`config.mk`:
```
export PLATFORM = sky130hd
export DESIGN_NAME = trig_counter_snap
export DESIGN_NICKNAME = d
export VERILOG_FILES = /design/src/rtl/trig_counter_snap.sv
export SDC_FILE = /design/constraint.sdc
export NUM_CORES = 1
export LEC_CHECK = 0
export ABC_AREA = 1
export CORE_UTILIZATION = 55
export CTS_CLUSTER_SIZE = 20
export DETAILED_ROUTE_END_ITERATION = 8
export PLACE_DENSITY = 0.87
export SKIP_CTS_REPAIR_TIMING = 1
export SYNTH_ARGS = -nofsm -noshare
export SYNTH_HDL_FRONTEND = slang
export SYNTH_SLANG_ARGS = --single-unit
```
`constraint.sdc`:
```
create_clock -name clk1 -period 5.7 [get_ports clk1]
set_clock_uncertainty 0.15 [all_clocks]
set_input_delay 1.14 -clock clk1 [delete_from_list [all_inputs] [get_ports clk1]]
set_output_delay 1.14 -clock clk1 [all_outputs]
set_load 0.02 [all_outputs]
```
`src/rtl/trig_counter_snap.sv`:
```
// Trigger-driven 32-bit up/down counter with a free-run prescaler and a coherent
// two-word snapshot for tear-free host readout; event pulses feed a TriggerOut.
module trig_counter_snap #(
  parameter int PRESCALE_W = 16,
  parameter int LED_LSB    = 23
) (
  input  logic                  clk1,
  input  logic                  reset_n,
  input  logic [15:0]           ep_trigger,
  input  logic [15:0]           load_lo,
  input  logic [15:0]           load_hi,
  input  logic [PRESCALE_W-1:0] prescale,
  input  logic                  direction,
  input  logic                  halt_on_term,
  input  logic [31:0]           terminal,
  output logic [31:0]           count,
  output logic [15:0]           snap_lo,
  output logic [15:0]           snap_hi,
  output logic                  snap_valid,
  output logic                  running,
  output logic [15:0]           event_trig,
  output logic [3:0]            led,
  output logic [1:0]            fsm_state
);

  typedef enum logic [1:0] {
    IDLE = 2'd0,
    RUN  = 2'd1,
    HALT = 2'd2
  } state_t;

  state_t                state_q, state_next;
  logic [PRESCALE_W-1:0] pres_q, pres_next;
  logic [31:0]           count_next;
  logic [31:0]           snapshot_q;
  logic                  step_up, step_dn, tick, wrap, term_hit;

  logic trg_clear, trg_up, trg_down, trg_load, trg_snap, trg_start, trg_stop;
  assign trg_clear = ep_trigger[0];
  assign trg_up    = ep_trigger[1];
  assign trg_down  = ep_trigger[2];
  assign trg_load  = ep_trigger[3];
  assign trg_snap  = ep_trigger[4];
  assign trg_start = ep_trigger[5];
  assign trg_stop  = ep_trigger[6];

  logic unused_trig;
  assign unused_trig = ^ep_trigger[15:7];

  assign tick = (state_q == RUN) && (pres_q >= prescale);

  // One count action per cycle; any manual trigger (even up+down cancelling) swallows a tick.
  always_comb begin
    step_up    = 1'b0;
    step_dn    = 1'b0;
    count_next = count;
    if (trg_clear) begin
      count_next = 32'd0;
    end else if (trg_load) begin
      count_next = {load_hi, load_lo};
    end else if (trg_up ^ trg_down) begin
      step_up = trg_up;
      step_dn = trg_down;
    end else if (!trg_up && !trg_down && tick) begin
      step_up = ~direction;
      step_dn = direction;
    end
    if (step_up) begin
      count_next = count + 32'd1;
    end else if (step_dn) begin
      count_next = count - 32'd1;
    end
    wrap     = (step_up && (count == 32'hFFFF_FFFF)) || (step_dn && (count == 32'd0));
    term_hit = (count_next == terminal) && (count_next != count);
  end

  always_comb begin
    state_next = state_q;
    case (state_q)
      IDLE: if (!trg_stop && trg_start) state_next = RUN;
      RUN: begin
        if (trg_stop)                      state_next = IDLE;
        else if (term_hit && halt_on_term) state_next = HALT;
      end
      HALT: begin
        if (trg_stop || trg_clear) state_next = IDLE;
        else if (trg_start)        state_next = RUN;
      end
      default: state_next = IDLE;
    endcase
  end

  // Prescaler only advances while staying in RUN; it restarts from 0 on entry and on clear.
  always_comb begin
    pres_next = '0;
    if ((state_q == RUN) && (state_next == RUN) && !trg_clear && !tick) begin
      pres_next = pres_q + 1'b1;
    end
  end

  always_ff @(posedge clk1 or negedge reset_n) begin
    if (!reset_n) begin
      state_q    <= IDLE;
      pres_q     <= '0;
      count      <= 32'd0;
      snapshot_q <= 32'd0;
      snap_valid <= 1'b0;
      event_trig <= 16'd0;
    end else begin
      state_q    <= state_next;
      pres_q     <= pres_next;
      count      <= count_next;
      event_trig <= {13'd0, trg_snap, term_hit, wrap};
      if (trg_snap) begin
        snapshot_q <= count;
        snap_valid <= 1'b1;
      end
    end
  end

  assign snap_lo   = snapshot_q[15:0];
  assign snap_hi   = snapshot_q[31:16];
  assign running   = (state_q == RUN);
  assign led       = ~count[LED_LSB+3:LED_LSB];
  assign fsm_state = state_q;

endmodule
```
==> metrics.cfg <==
[sta]
hold_viol_final = 0
setup_viol = 0
rsz0062_at_grt = no
final_max_slew_viol_count = 0
fin_crit_sh = 0.860
tightest_slew_ns = 0.983
fin_crit_ns = 4.90
slew_headroom = 0.344
fmax_ghz = 0.204
fin_tns_setup_ns = 0

[global_routing]
grt_overflow = 0
antenna_found_initial = 0
grt_first_pass_wirelength_mm = 39.0
grt_usage = 0.338
grt_pass1_vias = 8033
grt_max_degree = 65

[setup_path]
critical_path_buf_inv_count = 3
cp_slowest_cell = nand2_2
crit_path_frequent_cell = nand2_1
worstSetupPathDepth = 28
cpLargestDelayFamily = simple AND/OR/NAND/NOR gates
arrival_ns = 5.03
crit_type = primary input to flip-flop
crit_path_max_fanout = 38
reg2reg_depth = 26
cpPeakStageDelay_ns = 0.66
end_kind = flip-flop
start_kind = primary input
timing.rr.start = pres_q[3]
cp-startpoint = prescale[3]
reg2reg_setup_slack_ns = 1.61
required_ns = 5.83

[status]
status = complete, no violations

[clock_tree]
cts_tree = built
ctsRootBufferMaster = clkbuf_16
clk_pin_slew_ns = 0.07
numCtsBuffers = 9
clockBufferDepth = 2
cts.sinks = 86
clk-insertion-delay-late_ns = 0.36
htree_levels = 3

[route]
routed_wl_mm = 24.2
dr.pass1.iters = 6
drtIter0Drc = 871
via_per_inst = 5.63
antenna_left = 0
drcViolationCount = 0
num_vias = 8674
wl_per_cell_um = 15.7

[yosys]
synth_top_area_share = 0.275
synth-edff-count = 0
synth_ff_type = dfrtp_1
synth_area_leader_cell = dfrtp_1
avgSynthCellArea_um2 = 6.38
synth.distinct_cells = 44
synth.yosys.seq_area_share = 0.275
syn_area_um2 = 7820
synth.area.top_cells = dfrtp_1 (28%), nand2_1 (17%), nand3_1 (9.4%), nor2_1 (6.4%), xor2_1 (5.8%)
yosys_warnings = 0
synth_seq_cells = 86
async_flop_share = 1.00
synthCells = 1225

[power]
vdd_drop_max_mv = 0.143
p_per_area_nw_per_um2 = 219
p_leak_nw = 4.60

[final_layout]
drive_above_1_share = 0.0705
final_util = 0.700
fin_nets = 1478
areaGrowthSynthToFinish_pct = 24.3
diodes = 0

[floorplanning]
dieHeight_um = 121
start_util = 0.563
ios = 188
die_w_um = 121
die-area_um2 = 14700
rows = 43
core_area_um2 = 13900

[place]
hpwlAfterDp_mm = 17.9
numPortBuffers = 165
gp_congestion = 0.962

[flow_run]
max_cap_viol_count = 0

[min_path]
hold_start = pres_q[0]
whs_path_depth = 1
min-delay-path-class = flip-flop to flip-flop

[registers in the layout (all words and copies together) (netlist names)]
name        flops
snap_valid      1
snapshot_q     32
pres_q         16
event_trig      3
fsm_state       2
count          32
[kinds of logic after synthesis]
| family | synth area share |
|---|---|
| simple gates | 0.444 |
| buf+inv | 0.114 |
| compound gates | 0.0703 |
| flops | 0.275 |
| xor+xnor | 0.0627 |
| fa+ha+maj | 0.0336 |
| other cells | 0.000480 |
[power by group]
| part | internal, W | switching [W] |
|---|---|---|
| logic | 0.000309 | 0.000471 |
| registers | 0.000666 | 0.0000876 |
| clock network | 0.000307 | 0.000287 |
[final cells by class]
class                           instances  area, um2
Sequential cell                        86       2150
Inverter                              135        507
Fill cell                            1203       4160
Tap cell                              180        225
Clock buffer                            9        225
Timing Repair Buffer                  174       1720
Multi-Input combinational cell        951       4820
Clock inverter                          7       66.3
[metal layers]
| layer | GRT usage | routed length (um) |
|---|---|---|
| met2 | 0.543 | 11000 |
| met5 | 0 | 0 |
| met4 | 0.130 | 498 |
| met1 | 0.459 | 10500 |
| met3 | 0.0479 | 2170 |
[final timing paths]
check	end
max	pres_q[8]
min	pres_q[0]
max reg2reg	pres_q[8]
min reg2reg	pres_q[0]
max in group asynchronous	count[5]
min in group asynchronous	snapshot_q[24]
[synth_stat cells (all sizes together) (2+ instances only)]
cell type  count
xor2          52
a211oi        15
nand4         21
xnor2          4
nor4          12
nand3b        12
clkinv         2
clkbuf        17
nand2        376
and2           2
or2            6
o21ai         59
a21oi         21
nor2         147
nand3        157
nor3          28
ha            21
inv          133
buf           48
dfrtp         86
[placed cells by master (no fill, tap or decap), types with 2 or more instances in the layout]
| cell | n |
|---|---|
| o21ai_0 | 55 |
| a21oi_1 | 21 |
| conb_1 | 13 |
| nor3_4 | 3 |
| inv_8 | 3 |
| nor3_1 | 21 |
| inv_1 | 116 |
| nor2_4 | 2 |
| inv_2 | 17 |
| dfrtp_1 | 86 |
| nand2_1 | 364 |
| a211oi_1 | 15 |
| nand4_2 | 2 |
| nand3_1 | 147 |
| clkinvlp_4 | 2 |
| clkbuf_16 | 9 |
| nor2_1 | 133 |
| clkinv_1 | 2 |
| nand3b_1 | 12 |
| nand2_2 | 12 |
| clkdlybuf4s50_1 | 164 |
| nor4_1 | 10 |
| or2_2 | 3 |
| nand3_2 | 10 |
| buf_4 | 10 |
| nand4_1 | 18 |
| nor3_2 | 4 |
| xor2_1 | 52 |
| o21ai_1 | 3 |
| nor2_2 | 12 |
| or2_1 | 2 |
| and2_1 | 2 |
| xnor2_1 | 4 |
| ha_1 | 21 |
[metrics by stage]
stage / total power [W] / hold slack, ns / cell area, um2 / worst slack [ns] / instances
6_report: 0.00213 / 0.309 / 9720 / 0.797 / 1542
5_1_grt: 0.00225 / 0.348 / 9720 / 0.499 / 1542
4_1_cts: 0.00213 / 0.313 / 9720 / 0.879 / 1542
3_5_place_dp: 0.00153 / 0.303 / 9430 / 0.497 / 1526
3_3_place_gp: 0.00152 / 0.297 / 9430 / 0.665 / 1526
2_1_floorplan: 0.00124 / 0.281 / 7860 / 1.98 / 1237
(Power assumes the default switching activity.)
